### src/rtl/crc_frame_arbiter_pkg.sv
// Shared types, constants and X25 helpers for the CRC frame arbiter.
package crc_frame_pkg;

   typedef enum logic [1:0] {
      IDLE  = 2'd0,
      INIT  = 2'd1,
      RUN   = 2'd2,
      CHECK = 2'd3
   } state_t;

   localparam logic [15:0] CRC_INIT      = 16'hFFFF;
   localparam int          MIN_FRAME_LEN = 3;

   function automatic logic [15:0] reflect16(input logic [15:0] v);
      logic [15:0] r;
      for (int i = 0; i < 16; i++) begin
         r[i] = v[15-i];
      end
      return r;
   endfunction

   // Reflect, invert, then swap bytes to obtain the standard X25 FCS.
   function automatic logic [15:0] x25Finish(input logic [15:0] crc);
      logic [15:0] f;
      f = ~reflect16(crc);
      return {f[7:0], f[15:8]};
   endfunction

endpackage

### src/rtl/crc_frame_arbiter_crc16d8.sv
// CRC16D8 engine: one byte per enabled cycle, poly 0x1021, LSB-first input.
module CRC16D8
   import crc_frame_pkg::*;
(
   input  logic        clk,
   input  logic        rst,
   input  logic        en,
   input  logic [7:0]  d,
   output logic [15:0] crcOut
);

   logic [15:0] crc_q;
   logic [15:0] crc_d;

   always_comb begin
      crc_d = crc_q ^ {8'h00, d};
      for (int i = 0; i < 8; i++) begin
         crc_d = crc_d[0] ? ((crc_d >> 1) ^ 16'h8408) : (crc_d >> 1);
      end
   end

   always_ff @(posedge clk) begin
      if (rst) begin
         crc_q <= CRC_INIT;
      end else if (en) begin
         crc_q <= crc_d;
      end
   end

   // Each register byte is presented MSB-first, matching the wire bit order.
   always_comb begin
      crcOut = '0;
      for (int i = 0; i < 8; i++) begin
         crcOut[8+i] = crc_q[15-i];
         crcOut[i]   = crc_q[7-i];
      end
   end

endmodule

### src/rtl/crc_frame_arbiter.sv
// Round-robin frame arbiter sharing one CRC16D8 engine between channels A and B.
module crc_frame_arbiter
   import crc_frame_pkg::*;
#(
   parameter int ERR_CNT_W = 8
) (
   input  logic                 clk,
   input  logic                 rstN,
   input  logic [7:0]           aData,
   input  logic                 aValid,
   input  logic                 aLast,
   output logic                 aReady,
   input  logic [7:0]           bData,
   input  logic                 bValid,
   input  logic                 bLast,
   output logic                 bReady,
   output logic                 resValid,
   output logic                 resChan,
   output logic                 resPass,
   output logic                 resRunt,
   output logic [15:0]          resCrc,
   input  logic                 errClr,
   output logic [ERR_CNT_W-1:0] errCntA,
   output logic [ERR_CNT_W-1:0] errCntB
);

   state_t               state_q, state_d;
   logic                 grant_q, grant_d;
   logic                 engClr_q;
   logic [1:0]           count_q;
   logic [7:0]           dly0_q, dly1_q;
   logic                 resValid_q, resChan_q, resPass_q, resRunt_q;
   logic [15:0]          resCrc_q;
   logic [ERR_CNT_W-1:0] errCntA_q, errCntB_q;

   logic        selValid, selLast, accept, engEn, engRst, runt, pass;
   logic [7:0]  selData;
   logic [15:0] crcOut, fcsCalc;

   assign selValid = grant_q ? bValid : aValid;
   assign selLast  = grant_q ? bLast  : aLast;
   assign selData  = grant_q ? bData  : aData;
   assign accept   = (state_q == RUN) && selValid;
   assign engEn    = accept && (count_q >= 2'd2);
   assign engRst   = ~rstN | engClr_q;
   assign fcsCalc  = x25Finish(crcOut);
   assign runt     = int'(count_q) < MIN_FRAME_LEN;
   assign pass     = !runt && ({dly1_q, dly0_q} == {fcsCalc[7:0], fcsCalc[15:8]});

   // The delay line keeps the two newest bytes, so the FCS never reaches the engine.
   CRC16D8 uEngine (
      .clk    (clk),
      .rst    (engRst),
      .en     (engEn),
      .d      (dly1_q),
      .crcOut (crcOut)
   );

   // grant_q doubles as the last-granted channel for round-robin ties.
   always_comb begin
      state_d = state_q;
      grant_d = grant_q;
      unique case (state_q)
         IDLE: begin
            if (aValid || bValid) begin
               state_d = INIT;
               grant_d = (aValid && bValid) ? ~grant_q : bValid;
            end
         end
         INIT:    state_d = RUN;
         RUN:     if (accept && selLast) state_d = CHECK;
         CHECK:   state_d = IDLE;
         default: state_d = IDLE;
      endcase
   end

   always_ff @(posedge clk or negedge rstN) begin
      if (!rstN) begin
         state_q    <= IDLE;
         grant_q    <= 1'b1;
         engClr_q   <= 1'b0;
         count_q    <= '0;
         dly0_q     <= '0;
         dly1_q     <= '0;
         resValid_q <= 1'b0;
         resChan_q  <= 1'b0;
         resPass_q  <= 1'b0;
         resRunt_q  <= 1'b0;
         resCrc_q   <= '0;
         errCntA_q  <= '0;
         errCntB_q  <= '0;
      end else begin
         state_q    <= state_d;
         grant_q    <= grant_d;
         engClr_q   <= (state_d == INIT);
         resValid_q <= (state_q == CHECK);
         if (state_q == INIT) begin
            count_q <= '0;
            dly0_q  <= '0;
            dly1_q  <= '0;
         end else if (accept) begin
            dly0_q <= selData;
            dly1_q <= dly0_q;
            if (count_q != 2'd3) count_q <= count_q + 2'd1;
         end
         if (state_q == CHECK) begin
            resChan_q <= grant_q;
            resPass_q <= pass;
            resRunt_q <= runt;
            resCrc_q  <= fcsCalc;
         end
         if (errClr) begin
            errCntA_q <= '0;
            errCntB_q <= '0;
         end else if (state_q == CHECK && !pass) begin
            if (!grant_q && !(&errCntA_q)) errCntA_q <= errCntA_q + ERR_CNT_W'(1);
            if (grant_q && !(&errCntB_q))  errCntB_q <= errCntB_q + ERR_CNT_W'(1);
         end
      end
   end

   assign aReady   = (state_q == RUN) && !grant_q;
   assign bReady   = (state_q == RUN) && grant_q;
   assign resValid = resValid_q;
   assign resChan  = resChan_q;
   assign resPass  = resPass_q;
   assign resRunt  = resRunt_q;
   assign resCrc   = resCrc_q;
   assign errCntA  = errCntA_q;
   assign errCntB  = errCntB_q;

endmodule
### config.mk
export PLATFORM = sky130hd
export DESIGN_NAME = crc_frame_arbiter
export DESIGN_NICKNAME = d
export VERILOG_FILES = /design/src/rtl/crc_frame_arbiter_pkg.sv /design/src/rtl/crc_frame_arbiter_crc16d8.sv /design/src/rtl/crc_frame_arbiter.sv
export SDC_FILE = /design/constraint.sdc
export NUM_CORES = 1
export LEC_CHECK = 0
export BUFFER_PORTS_ARGS = -buffer_cell sky130_fd_sc_hd__buf_2
export CAP_MARGIN = 15
export CORE_MARGIN = 8
export CORE_UTILIZATION = 44
export DETAILED_ROUTE_END_ITERATION = 10
export PLACE_DENSITY_LB_ADDON = 0.15
export SLEW_MARGIN = 40
export SYNTH_ARGS = -nofsm -noshare
export SYNTH_HDL_FRONTEND = slang
export SYNTH_SLANG_ARGS = --single-unit
### constraint.sdc
create_clock -name clk -period 2.2 [get_ports clk]
set_input_delay 0.22 -clock clk [delete_from_list [all_inputs] [get_ports clk]]
set_output_delay 0.22 -clock clk [all_outputs]
set_load 0.05 [all_outputs]
==> results.yml, run 1 <==
global_route:
  grt_max_degree: 59
  overflow: 0
  antenna_found_initial: 0
  grtUsageTotal_pct: 13.8
  grt_pass1_wl_um: 12600
  grt_pass1_vias: 2526
sta:
  rsz0062_at_grt: "false"
  setup_ws_ns: 0.147
  clock_skew_ns: 0.00924
  finalHoldViolCount: 45
  max_freq_mhz: 487
  finalSetupViolCount: 0
  relSlewSlack_pct: 55.4
  finalCritPeriodShare_pct: 93.3
  worst_slew_pin_slew_ns: 0.669
  drv_slew: 0
  fin_hold_ws_ns: -0.0645
  tns_ns: 0
  finalCriticalPeriod_ns: 2.05
finish:
  drive_gt1_share_pct: 23.2
  final_cell_count_no_fill: 520
  antenna_cells: 0
  fill_cells: 762
  fin_nets: 445
  postLayoutCellArea_um2: 4110
  area_delta_synth_final_pct: 18.0
detailed_routing:
  avgViaCountPerCell: 5.08
  firstDrtPassIters: 4
  drt-initial-drc-count: 112
  vias: 2640
  wirelength_um: 7390
  routedWlPerCell_um: 14.2
  drc: 0
  drtAntennaViolNets: 0
pwr:
  power.density_nw_per_um2: 1280
  ir_drop_mv: 0.603
  leakage_nw: 1.98
  p_total_mw: 5.25
clocking:
  numClockSinks: 74
  max-clock-path-buffers: 2
  cts_tree: "done"
  clockRootBuffer: "clkbuf_8"
  numCtsBuffers: 9
  path_clk_slew_ns: 0.09
  clk_latency_ns: 0.35
  htree_levels: 3
placement:
  dp_cells: 503
  io_buffers: 60
  gp_congestion: 0.782
  dpl_worst_slack_ns: 0.133
  placed_area_um2: 3890
  place_hpwl_um: 5340
critical_path:
  worstSetupEndpointType: "flip-flop"
  critPathLaunchType: "flip-flop"
  critPathMaxFanout: 7
  crit_arrival_ns: 2.33
  crit_type: "flip-flop to flip-flop"
  cp_slowest_stage_delay_ns: 0.46
  crit_chain: "ha_1 -> and3_1 -> a311oi_2 -> o21ai_2 -> or3_2 -> a21oi_1"
  worst-path-buf-inv: 0
  critPathRequiredTime_ns: 2.48
  path_delay_family: "compound AO/OA/AOI/OAI gates"
  crit_slowest_cell: "or3_2"
yosys:
  synth_area_leaders: "dfrtp_1 41%, dfxtp_1 9.2%, xnor2_1 5.8%, nand2_1 5.7%, o21ai_0 4.6%"
  postSynthAreaPerCell_um2: 9.97
  yosysSeqAreaShare_pct: 51.0
  synth_edf_count: 0
  yosysTopAreaCell: "dfrtp_1"
  netlist_area_um2: 3480
  synth_nets: 381
  netlist_instances: 349
  ys.warnings.count: 0
  yosysTopAreaCellShare_pct: 41.0
  synth.ff_latch_count: 74
  ys_async_sr_fraction_pct: 78.4
  synthFlopType: "dfrtp_1"
  netlist-cell-type-count: 38
run_status:
  status: "finished, violations left"
  violations: "negative hold slack"
floorplan:
  initial_utilization_pct: 45.2
  io_pins: 61
  placementRows: 32
  die_h_um: 105
  die_x_um: 105
  die_area_um2: 11000
  coreArea_um2: 7690
min_path:
  hp-class: "primary input to asynchronous set/reset pin"
run:
  drv_cap: 0
==> synth_stat cells, types with 10 or more instances <==
master / n
o21ai_0: 32
o211ai_1: 14
dfxtp_1: 16
xor2_1: 12
nand3_1: 10
a21oi_1: 23
nor2_1: 12
nand2_1: 53
xnor2_1: 23
dfrtp_1: 57
mux2i_1: 14
==> report_power, final <==
part | total, mW | internal [mW] | switching, mW | leakage [nW]
Sequential | 1.95 | 1.68 | 0.268 | 0.908
Combinational | 2.31 | 0.856 | 1.45 | 0.984
Clock | 0.990 | 0.431 | 0.559 | 0.0888
==> metrics by stage <==
step                utilization [%]  hold WS (ns)
floorplan                         -       -0.0756
global placement               50.7         0.416
detailed placement             50.7         0.412
CTS                            53.1        0.0303
global route                   53.4       0.00141
finish                         53.4       -0.0645
==> worst paths after layout <==
| path | cells past startpoint | slack [ns] | startpoint | endpoint |
|---|---|---|---|---|
| hold / removal | 2 | -0.06 | rstN | errCntB[4]$_DFFE_PN0P_ |
| max in group asynchronous | 2 | 1.83 | rstN | grant_q$_DFFE_PN1P_ |
| setup / recovery | 6 | 0.15 | errCntA[0]$_DFFE_PN0P_ | errCntA[5]$_DFFE_PN0P_ |
| setup reg to reg | 6 | 0.15 | errCntA[0]$_DFFE_PN0P_ | errCntA[5]$_DFFE_PN0P_ |
| hold reg to reg | 2 | 0.48 | resCrc[0]$_DFFE_PN0P_ | resCrc[0]$_DFFE_PN0P_ |
| min in group clk | 2 | 0.05 | aValid | grant_q$_DFFE_PN1P_ |
==> cells in the final DEF, fill, tap and decap left out, drive strengths merged, types with 2 or more instances in the layout <==
master     n
o31ai      2
clkinvlp   2
nor2b      3
nor4       3
o21ai     35
nand3     10
and2       3
or3       12
nor3       2
ha         9
nand2     53
a31oi      2
clkbuf     9
a211oi     8
xor2      12
dfxtp     16
nor2      12
mux2i     14
o211ai    14
a21oi     23
inv        9
buf       71
dfrtp     57
and3       6
clkinv     2
xnor2     23
==> logic make-up (layout without fill, tap and decap cells) <==
kind of cell	Yosys count	count (layout)	synth area share, %
buf+inv	25	93	3.74
mux	15	15	4.35
xor+xnor	35	35	8.81
fa+ha+maj	9	9	3.24
flops	74	74	51.0
simple gates	106	106	14.5
compound gates	85	86	14.4
==> state kept, by name, indices dropped and copies added, names as in the netlist <==
name	count
count_q	2
dly0_q	8
dly1_q	8
engClr_q	1
errCntA	8
errCntB	8
grant_q	1
resChan	1
resCrc	16
resPass	1
resRunt	1
resValid	1
state_q	2
uEngine.crc_q	16
==> cell type report <==
class	instances	area [µm²]	area share, %
sequential	74	1770	43.2
multi-input combinational	251	1600	38.9
timing repair buffer	71	399	9.72
tap	102	128	3.11
clock buffer	9	124	3.02
clock inverter	7	61.3	1.49
inverter	6	22.5	0.549
==> routing by layer <==
metal	wire length, µm	vias to the layer above	GRT usage [%]
li1	-	1349	-
met1	3840	1221	19.7
met2	3100	61	19.2
met3	326	9	2.95
met4	116	0	6.42
met5	0	-	0
==> repair_timing <==
action / CTS / global route
setup buffers: 0 / 0
setup endpoints to repair: 0 / 5
hold buffers: 0 / 0
resized for setup: 0 / 3
==> worst reg2reg max path: cells and delay by family (launching register included) <==
family | cells | cell delay [ns]
AOI/OAI and AO/OA | 3 | 0.70
DFF | 1 | 0.43
and+or+nand+nor | 2 | 0.64
adders and majority gates | 1 | 0.24
Note: power is estimated with default switching activity, not from simulation.
==> run 2, diff against run 1 <==
- CORE_UTILIZATION: 44 -> 40
- SYNTH_HIERARCHICAL: not set -> 1
==> run 2 against run 1 <==
Compared with the run above: the flow finishes with violations (negative hold slack, negative setup slack); sequential share of layout area decreased by 5.5 points; count of clock-buffer cells in the layout is 5 higher; largest power group unchanged; global-route usage grew 0.26 points; hold slack improved by 0.022 ns; critical endpoint is now errCntA[1]$_DFFE_PN0P_.
==> results.yml, run 2 <==
clocking:
  htree_levels: 3
  max-clock-path-buffers: 2
  clockRootBuffer: "clkbuf_8"
  clk_latency_ns: 0.34
  cts_tree: "done"
  numCtsBuffers: 9
  numClockSinks: 74
  path_clk_slew_ns: 0.08
floorplan:
  die_area_um2: 12900
  initial_utilization_pct: 41.3
  coreArea_um2: 9240
  placementRows: 35
  die_h_um: 114
  io_pins: 61
  die_x_um: 114
yosys:
  ys_async_sr_fraction_pct: 78.4
  synth-xor-area-share_pct: 13.9
  netlist_top_cells_count: "57 x dfrtp_1, 46 x nand2_1, 27 x o21ai_0"
  synth-simple-area-share_pct: 16.1
  synth.ff_latch_count: 74
  synth_most_common_cell: "dfrtp_1"
  synth_top_family_by_area: "simple AND/OR/NAND/NOR gates"
  synth_area_leaders: "dfrtp_1 37%, dfxtp_1 8.4%, xnor3_1 5.3%, nand2_1 4.5%, xor2_1 4.1%"
  synth_nets: 409
  synth_mux_area_share_pct: 4.10
  synthFlopType: "dfrtp_1"
  yosysSeqAreaShare_pct: 46.5
  yosysTopAreaCellShare_pct: 37.4
  netlist_area_um2: 3820
  postSynthAreaPerCell_um2: 10.1
  synth_compound_area_share_pct: 13.1
  netlist_instances: 377
  synth_edf_count: 0
  ys.warnings.count: 6
  yosysTopAreaCell: "dfrtp_1"
  netlist-cell-type-count: 48
  yosys.area_share.adder_pct: 2.95
sta:
  finalCritPeriodShare_pct: 100
  finalHoldViolCount: 57
  worst_slew_pin_slew_ns: 0.662
  clock_skew_ns: 0.0127
  relSlewSlack_pct: 55.9
  rsz0062_at_grt: "true"
  max_freq_mhz: 453
  finalCriticalPeriod_ns: 2.21
  setup_ws_ns: -0.00801
  drv_slew: 0
  finalSetupViolCount: 1
  tns_ns: -0.00801
  fin_hold_ws_ns: -0.0426
finish:
  multi_input_comb_area_um2: 1960
  fill_cells: 879
  layout_common_cells: "60 x buf_2, 55 x dfrtp_1, 46 x nand2_1"
  drive_gt1_share_pct: 28.0
  ff_latch_area_um2: 1780
  final_cell_count_no_fill: 601
  postLayoutCellArea_um2: 4710
  area_delta_synth_final_pct: 23.3
  antenna_cells: 0
  utilization_pct: 50.9
  fin_nets: 499
  final_common_cell: "buf_2"
critical_path:
  crit_arrival_ns: 2.42
  rr_endpoint: "errCntA[1]$_DFFE_PN0P_"
  reg2reg_slack_ns: -0.008
  worstSetupEndpointType: "flip-flop"
  worstReg2RegStart: "dly0_q[7]$_DFFE_PN0P_"
  critPathMaxFanout: 5
  r2r_cells: 7
  crit_type: "flip-flop to flip-flop"
  critPathRequiredTime_ns: 2.41
  critPathLaunchType: "flip-flop"
pwr:
  ir_drop_mv: 0.751
  p_sw_share_pct: 40.4
  leakage_nw: 2.21
  switchingPower_mw: 2.34
  p_comb_share_pct: 49.4
  seqPwrFrac_pct: 33.5
  clkPwrFrac_pct: 17.0
  power.density_nw_per_um2: 1230
  p_int_mw: 3.45
global_route:
  grtUsageTotal_pct: 14.0
  antenna_found_initial: 0
  overflow: 0
  grt_max_degree: 59
  grt_pass1_wl_um: 14600
  grt_pass1_vias: 2943
placement:
  place_hpwl_um: 6400
  placed_area_um2: 4470
  gp_congestion: 0.812
  io_buffers: 60
  dp_cells: 584
run_status:
  status: "finished, violations left"
  violations: "negative hold slack, negative setup slack"
detailed_routing:
  top_layer_used: "met4"
  met3_length_um: 400
  avgViaCountPerCell: 4.91
  wl_met1_um: 4450
  firstDrtPassIters: 4
  route.met2.wl_um: 3770
  routedWlPerCell_um: 14.5
  drtAntennaViolNets: 0
  drc: 0
  drt-initial-drc-count: 129
  vias: 2948
  wirelength_um: 8690
min_path:
  hp-class: "primary input to asynchronous set/reset pin"
run:
  drv_cap: 0
## run 2: cell count changes after synthesis, moves of 7 or more
cell	before	now
xnor3_1	0	9
xnor2_1	23	14
nand2_1	53	46
nor2_1	12	22
a211o_1	0	7
o211ai_1	14	1
nor2b_1	3	12
## run 2: worst max-delay path by stage
stage,startpoint,endpoint,slack (ns),depth (start not counted)
6_report,dly0_q[7]$_DFFE_PN0P_,errCntA[1]$_DFFE_PN0P_,-0.008,7
5_1_grt,dly0_q[7]$_DFFE_PN0P_,errCntA[1]$_DFFE_PN0P_,-0.09,7
4_1_cts,errCntA[0]$_DFFE_PN0P_,errCntA[7]$_DFFE_PN0P_,0.005,7
3_5_place_dp,dly0_q[7]$_DFFE_PN0P_,errCntA[1]$_DFFE_PN0P_,-0.05,7
3_3_place_gp,dly0_q[7]$_DFFE_PN0P_,errCntA[1]$_DFFE_PN0P_,-0.01,7
2_1_floorplan,grant_q$_DFFE_PN1P_,uEngine/crc_q[0]$_SDFFE_PP1P_,0.009,9
## run 2: metal layers
| layer | vias up | GRT usage (%) |
|---|---|---|
| li1 | 1492 | - |
| met1 | 1379 | 19.4 |
| met2 | 71 | 20.6 |
| met3 | 6 | 3.86 |
| met4 | 0 | 4.62 |
| met5 | - | 0 |
## run 2: cells by family after synthesis
family	after synthesis
and+or+nand+nor	124
DFF	74
xor gates and xnor gates	44
muxes	15
buffers and inverters	26
AOI/OAI and AO/OA	85
adders and majority gates	9
## run 2: per-stage QoR
step	hold WS [ns]	setup slack, ns	power (mW)
2_1_floorplan	-0.0756	0.00928	4.02
3_3_place_gp	0.406	-0.0146	4.77
3_5_place_dp	0.402	-0.0474	4.81
4_1_cts	0.0391	0.00476	5.83
5_1_grt	0.000673	-0.0898	6.20
6_report	-0.0426	-0.00801	5.79
## run 2: layout make-up
cell class | count | share of cell area (%)
Clock buffer | 14 | 3.67
Sequential cell | 74 | 37.7
Timing Repair Buffer | 99 | 12.8
Multi-Input combinational cell | 277 | 41.7
Clock inverter | 2 | 0.213
Tap cell | 129 | 3.43
Inverter | 6 | 0.478
## run 2: what timing repair did
item                                    in CTS  in global routing
gates cloned                                 0                  0
endpoints found under the setup margin       3                  7
pin swaps                                    3                  2
resized for setup                            3                  5
hold buffers                                 0                  0
endpoints found under the hold margin        0                  0
buffers inserted                             1                  0
## run 2: critical path, cell delays in order (launching register included)
cell and delay [ns]:
dfrtp_1 0.39, xnor2_1 0.15, or4b_1 0.54, or4_4 0.47, o21ai_4 0.18, buf_6 0.14
mux2i_1 0.17, nor2_1 0.05
## run 2: power by group through the flow
stage	Combinational, mW	Clock (mW)	Sequential (mW)
final	2.86	0.986	1.94
after floorplan	1.78	0	2.24
after CTS	2.87	1.02	1.94
after global placement	2.81	0	1.96
after global routing	3.12	1.08	1.99
after detailed placement	2.84	0	1.97
